**src/rtl/button_debounce.sv**
```systemverilog
// Pushbutton debouncer: 2-flop synchronizer, 4-state debounce FSM,
// registered level/press/release/long-press pulses and a toggle for an LED.
module button_debounce #(
  parameter int DEBOUNCE_CYCLES = 100000,
  parameter int LONG_CYCLES     = 50000000,
  parameter int CNT_WIDTH       = 26
) (
  input  logic clk,
  input  logic rst,
  input  logic but,
  output logic level,
  output logic press,
  output logic release_p,
  output logic long_press,
  output logic toggle
);

  typedef enum logic [1:0] {
    RELEASED,
    PRESS_WAIT,
    PRESSED,
    RELEASE_WAIT
  } state_t;

  localparam logic [CNT_WIDTH-1:0] DEB_MAX =
    CNT_WIDTH'(DEBOUNCE_CYCLES - 1);
  localparam logic [CNT_WIDTH-1:0] LONG_MAX =
    CNT_WIDTH'(LONG_CYCLES - 1);
  localparam logic [CNT_WIDTH-1:0] ONE =
    CNT_WIDTH'(1);

  state_t state, state_n;

  logic                 sync1;
  logic                 but_s;
  logic [CNT_WIDTH-1:0] cnt;
  logic [CNT_WIDTH-1:0] cnt_n;
  logic [CNT_WIDTH-1:0] hold;
  logic                 long_fired;
  logic                 held;
  logic                 rise;
  logic                 fall;
  logic                 fire;

  always_ff @(posedge clk) begin
    if (rst) begin
      sync1 <= 1'b0;
      but_s <= 1'b0;
    end else begin
      sync1 <= but;
      but_s <= sync1;
    end
  end

  always_ff @(posedge clk) begin
    if (rst) begin
      state <= RELEASED;
      cnt   <= '0;
    end else begin
      state <= state_n;
      cnt   <= cnt_n;
    end
  end

  // Wait states count stable samples; the counter never passes DEB_MAX.
  always_comb begin
    state_n = state;
    cnt_n   = cnt;
    unique case (state)
      RELEASED: begin
        if (but_s) begin
          state_n = PRESS_WAIT;
          cnt_n   = '0;
        end
      end
      PRESS_WAIT: begin
        if (!but_s)
          state_n = RELEASED;
        else if (cnt == DEB_MAX)
          state_n = PRESSED;
        else
          cnt_n = cnt + ONE;
      end
      PRESSED: begin
        if (!but_s) begin
          state_n = RELEASE_WAIT;
          cnt_n   = '0;
        end
      end
      RELEASE_WAIT: begin
        if (but_s)
          state_n = PRESSED;
        else if (cnt == DEB_MAX)
          state_n = RELEASED;
        else
          cnt_n = cnt + ONE;
      end
      default: begin
        state_n = RELEASED;
        cnt_n   = '0;
      end
    endcase
  end

  assign held = (state == PRESSED) || (state == RELEASE_WAIT);
  assign rise = held & ~level;
  assign fall = ~held & level;
  assign fire = (state == PRESSED) && level &&
                (hold == LONG_MAX) && !long_fired;

  // Outputs trail the FSM by one edge; level remembers the last
  // accepted state so entry/exit are seen as its edges.
  always_ff @(posedge clk) begin
    if (rst) begin
      level      <= 1'b0;
      press      <= 1'b0;
      release_p  <= 1'b0;
      long_press <= 1'b0;
      toggle     <= 1'b0;
      long_fired <= 1'b0;
      hold       <= '0;
    end else begin
      level      <= held;
      press      <= rise;
      release_p  <= fall;
      long_press <= fire;
      if (rise)
        toggle <= ~toggle;
      if (rise) begin
        hold       <= '0;
        long_fired <= 1'b0;
      end else begin
        if (state == PRESSED && hold != LONG_MAX)
          hold <= hold + ONE;
        if (fire)
          long_fired <= 1'b1;
      end
    end
  end

endmodule

```
**config.mk**
```make
export PLATFORM = sky130hd
export DESIGN_NAME = button_debounce
export DESIGN_NICKNAME = d
export VERILOG_FILES = /design/src/rtl/button_debounce.sv
export SDC_FILE = /design/constraint.sdc
export NUM_CORES = 1
export LEC_CHECK = 0
export BUFFER_PORTS_ARGS = -buffer_cell sky130_fd_sc_hd__buf_4
export CAP_MARGIN = 15
export CORE_MARGIN = 2
export CORE_UTILIZATION = 45
export CTS_CLUSTER_SIZE = 20
export DETAILED_ROUTE_END_ITERATION = 16
export PLACE_DENSITY = 0.7
export SLEW_MARGIN = 20
export SYNTH_ARGS = -nofsm -noshare
export SYNTH_HDL_FRONTEND = slang
export SYNTH_SLANG_ARGS = --single-unit
```
**constraint.sdc**
```tcl
create_clock -name clk -period 4.1 [get_ports clk]
set_input_delay 0.41 -clock clk [delete_from_list [all_inputs] [get_ports clk]]
set_output_delay 0.41 -clock clk [all_outputs]
set_load 0.03 [all_outputs]
```
-- After elaboration in Yosys (flattened, before gate mapping)
Cells that the tools add are included.
- bits in registers: 62
- input port bits: 3
- output and inout port bits: 5
- add/sub/neg operators: 2
- equal/unequal tests: 12
- multiplexer cells: 13
- bitwise gates (word level): 5
- reduce and logical (&&, ||, !) cells: 10
- operators with widths (kind ; number):
    $mux W26 ; 5
    $pmux W26 S4 ; 1
    $add A26 B1 Y26 const B ; 2
    $eq A26 B17 Y1 const B ; 1
    $eq A26 B26 Y1 const B ; 1
    $ne A26 B26 Y1 const B ; 1
    $mux W2 ; 6
    $ne A2 B2 Y1 const B ; 4
    $pmux W2 S4 ; 1
    $reduce_and A4 Y1 ; 2
    $ne A3 B3 Y1 const B ; 2
    $eq A2 B2 Y1 const B ; 2
    $logic_and A1 B1 Y1 ; 4
    $not A1 Y1 ; 3
    $and A1 B1 Y1 ; 2
    $eq A2 B1 Y1 const B ; 1
    $logic_not A2 Y1 ; 1
    $reduce_or A2 Y1 ; 1
    $logic_not A1 Y1 ; 1
    $logic_or A1 B1 Y1 ; 1

-- Longest topological paths before layout
- word-level depth: 4
- mapped depth: 8

-- Least setup slack after synthesis
OpenSTA, ideal clock, no wires.
- path kind: reg2reg
- start: register cnt[0]
- end: register cnt[24]
- library setup time: 79 ps
- arrival time: 1830 ps
- path slack: 2191 ps
- stages on the path, launching flop included: 7
- period minus slack after synthesis: 1909 ps
- path through: dfxtp_1 > ha_1 > and3_1 > and4_1 > a211o_1 > or4_1 > o211ai_1
- longest elaborated chain between the ends: 4
- RTL lines (element ; RTL line ; RTL):
    start: declaration ; 36 ; logic [CNT_WIDTH-1:0] cnt;
    start signal: assignment ; 61 ; cnt <= cnt_n;
    $add A26 B1 Y26 or $eq A26 B17 Y1 (tied branches) ; n/a ;
    $mux W26 * ; 79, 93 ;
    $mux W26 (on tied branches) ; 91, 77 ;
    $pmux W26 S4 * ; 69 ; unique case (state)
Every way passes the cells marked *; elsewhere a longest branch is shown, timed or not. The select of a mux whose other input is x is not followed.
A chain may end at the register's enable or synchronous reset.

-- Worst setup path in the final report
- start: register cnt[0]
- end: register cnt[14]
The elaborated chain is that of the path after synthesis.

==> metrics.txt <==
number of global-route vias before repair=2,482; Startpoint Class=flip-flop; syn nets=371; width of the die=87.3 µm; 1st-pass router iterations=4; worst hold path class=in -> reg; clock net sink count=62; Non-Filler Instances=about 450; Worst IR Drop VDD=0.155 mV; setup repair after global routing missed its margin=false; final global-route overflow total=0; clock input transition at the sequential cells of the worst setup and hold paths=approximately 0.060 ns; Final setup viols=0; detailed placement HPWL=4.50 mm; final critical-path required period=around 2.2 ns; via count=2,772; overall die height=87.3 µm; post-synthesis cell count=366; CP Capture Type=flip-flop; cell area after technology mapping=0.00312 mm²; worst reg2reg setup slack=about 1.9 ns; top area cells in the synthesized netlist=sky130_fd_sc_hd__dfxtp_1 (40%), sky130_fd_sc_hd__nand3_1 (3.8%), sky130_fd_sc_hd__a21oi_1 (3.7%); WL final=6.63 mm; Req. time, crit path=roughly 4.4 ns; number of antenna violations at the first check in global routing=0; Switching Power=0.000246 W; CTS HTree Levels=3; final clock period utilization by the worst path=52.7%; number of pins with negative max-slew slack in the final report=0; top-area cell type share of the netlist area=roughly two fifths; Pwr per Cell Area=about 340 mW/mm²; maximum buffer depth of the clock tree=2; Core Rows=30; part of the power in combinational logic=2.5%; Clock Power Share=45.4%; actual transition at the worst max-transition pin=0.929 ns; final RePlAce weighted congestion=0.831; sum of negative setup slack=0 ns; sequential-to-total area share from yosys stat=39.8%; Yosys warning total=0; Skew-Pair Late Insertion Delay=approximately 0.34 ns; number of placed cells counting well taps=440; share of synthesized registers carrying an async set or reset=0%; number of storage elements in the synthesis netlist=62; Area Overhead vs Synth=8.94%; Max Freq=0.463 GHz; vias per std cell=6.11; area of the placeable core=0.00676 mm²; number of top-level design ports=8; slowest cell on the critical path=sky130_fd_sc_hd__or4_1; cell-internal power=0.000921 W; status=finished, final reports clean; Most used DFF post-synth=sky130_fd_sc_hd__dfxtp_1; post-cts hold buffer count=0; Worst slew margin=approximately two fifths; Leak Pwr=around 1.1 nW; sw frac=21.1%; CTS buffer count=9; drt first-iter violations=114; Buffers on Ports=7; synthesized area per cell=8.53 µm²; number of enable-type register cells in the synthesized netlist=0; cell taking the most area after synthesis=sky130_fd_sc_hd__dfxtp_1; number of buffers inserted to repair setup after CTS=0; Resize count post-CTS=0; worst-path fanout max=27; largest net degree at the start of global routing=28; number of library cell types mapped by synthesis=60; starting density of the core=46.2%; skew final=0.00547 ns; GR Util All Layers=a little under a fifth; Final Hold Violating Endpoints=0; CTS Root Buffer Type=sky130_fd_sc_hd__clkbuf_8; Crit path arrival time=2.43 ns; mean routed wirelength per cell=14.6 µm; first-pass GRT wire length=11.3 mm; list of cells traversed by the critical path=ha_1 > and3_1 > nand4_1 > o21ai_1 > buf_4 > or4_1 > a21oi_1; Total Die Area=0.00762 mm²; fraction of power consumed by sequential logic=52.0%; clock tree from TritonCTS=yes; diode count=0; antenna violation net count after detailed routing=0; Critical Path Max Stage Delay=0.52 ns; share of post-route cells with drive strength above 1=8.29%; max-cap violations=0; Final Net Count=roughly 380; CP Class=reg -> reg; post-route DRC violation count=0
[cell usage in the layout (no fill, tap or decap), types with 9 or more instances in the layout]
cell type,count
sky130_fd_sc_hd__dfxtp_1,62
sky130_fd_sc_hd__nor2_1,26
sky130_fd_sc_hd__nand3_1,24
sky130_fd_sc_hd__nand2_1,24
sky130_fd_sc_hd__a21oi_1,23
sky130_fd_sc_hd__nand4_1,14
sky130_fd_sc_hd__o21ai_0,14
sky130_fd_sc_hd__or3_1,13
sky130_fd_sc_hd__or4_1,13
sky130_fd_sc_hd__nor4_1,11
sky130_fd_sc_hd__clkbuf_8,11
sky130_fd_sc_hd__inv_1,10
sky130_fd_sc_hd__xnor2_1,10
sky130_fd_sc_hd__and3_1,9
sky130_fd_sc_hd__nor3_1,9
sky130_fd_sc_hd__buf_4,9
[sequential cells by signal (all words and copies together), names as in the netlist, named ones only]
name	count
but_s	1
cnt	26
hold	26
level	1
long_fired	1
long_press	1
press	1
release_p	1
state	1
sync1	1
toggle	1
[worst max-delay path, delay by kind of cell (launching register included)]
kind | cells | cell delay (ns)
and+or+nand+nor | 3 | 0.90
DFF | 1 | 0.36
adders and majority gates | 1 | 0.26
AOI/OAI and AO/OA | 2 | 0.31
buffers and inverters | 1 | 0.25
[worst paths after layout]
| kind | cells after the start | end | from |
|---|---|---|---|
| setup / recovery | 7 | cnt[14] | cnt[0] |
| hold / removal | 2 | sync1 | but |
| setup reg to reg | 7 | cnt[14] | cnt[0] |
| hold reg to reg | 1 | long_press | long_fired |
[synthesized netlist by cell type (3+ instances only)]
| master | instances |
|---|---|
| sky130_fd_sc_hd__nor2_1 | 26 |
| sky130_fd_sc_hd__nor2b_1 | 7 |
| sky130_fd_sc_hd__o211ai_1 | 7 |
| sky130_fd_sc_hd__o41ai_1 | 3 |
| sky130_fd_sc_hd__nor4_1 | 11 |
| sky130_fd_sc_hd__nand3_1 | 24 |
| sky130_fd_sc_hd__o21ai_0 | 14 |
| sky130_fd_sc_hd__inv_1 | 10 |
| sky130_fd_sc_hd__dfxtp_1 | 62 |
| sky130_fd_sc_hd__and4_1 | 6 |
| sky130_fd_sc_hd__or4_1 | 13 |
| sky130_fd_sc_hd__nor3_1 | 9 |
| sky130_fd_sc_hd__clkbuf_1 | 5 |
| sky130_fd_sc_hd__nand2b_1 | 5 |
| sky130_fd_sc_hd__or3_1 | 13 |
| sky130_fd_sc_hd__a31oi_1 | 7 |
| sky130_fd_sc_hd__xor2_1 | 3 |
| sky130_fd_sc_hd__nand2_1 | 24 |
| sky130_fd_sc_hd__buf_2 | 3 |
| sky130_fd_sc_hd__and3_1 | 9 |
| sky130_fd_sc_hd__o31ai_1 | 6 |
| sky130_fd_sc_hd__o311ai_0 | 4 |
| sky130_fd_sc_hd__a21oi_1 | 23 |
| sky130_fd_sc_hd__xnor2_1 | 10 |
| sky130_fd_sc_hd__nand4_1 | 14 |
| sky130_fd_sc_hd__a211o_1 | 3 |
[logic make-up (layout without fill, tap and decap cells)]
logic type / after synthesis / in the layout / share of synthesized area (%)
buf+inv: 25 / 33 / 3.69
mux: 2 / 2 / 0.642
fa+ha+maj: 2 / 2 / 0.802
xor+xnor: 14 / 14 / 4.53
compound gates: 82 / 82 / 17.2
simple gates: 179 / 179 / 33.4
flops: 62 / 62 / 39.8
[area by class of cell]
type	instances	area [µm²]
Fill cell	644	3360
Tap cell	80	100
Clock inverter	1	30.0
Sequential cell	62	1240
Timing Repair Buffer	9	67.6
Multi-Input combinational cell	279	1760
Inverter	10	37.5
Clock buffer	13	159
[stage by stage]
step	setup WS [ns]	power [W]	hold slack (ns)	utilization (%)	area [µm²]
after detailed placement	1.95	0.000650	0.411	47.5	3210
after floorplan	2.19	0.000642	0.399	-	3120
after global placement	2.01	0.000650	0.412	47.5	3210
after global routing	1.73	0.00121	0.272	50.3	3400
after CTS	1.94	0.00118	0.270	50.3	3400
final	1.94	0.00117	0.281	50.3	3400
[power by group through the flow]
stage	registers (W)	logic, W	clock network, W
CTS	0.000607	0.0000295	0.000543
finish	0.000607	0.0000297	0.000530
global route	0.000607	0.0000321	0.000572
detailed placement	0.000620	0.0000293	0
floorplan	0.000620	0.0000217	0
global placement	0.000620	0.0000295	0
[metal layers]
| metal | vias up | track usage, % | part of all wire (%) |
|---|---|---|---|
| met5 | - | 0 | 0 |
| met4 | 0 | 7.97 | 1.9 |
| met3 | 13 | 6.26 | 4.4 |
| met2 | 62 | 28.9 | 47 |
| met1 | 1294 | 24.0 | 47 |
| li1 | 1403 | - | - |
(Power assumes the default switching activity.)
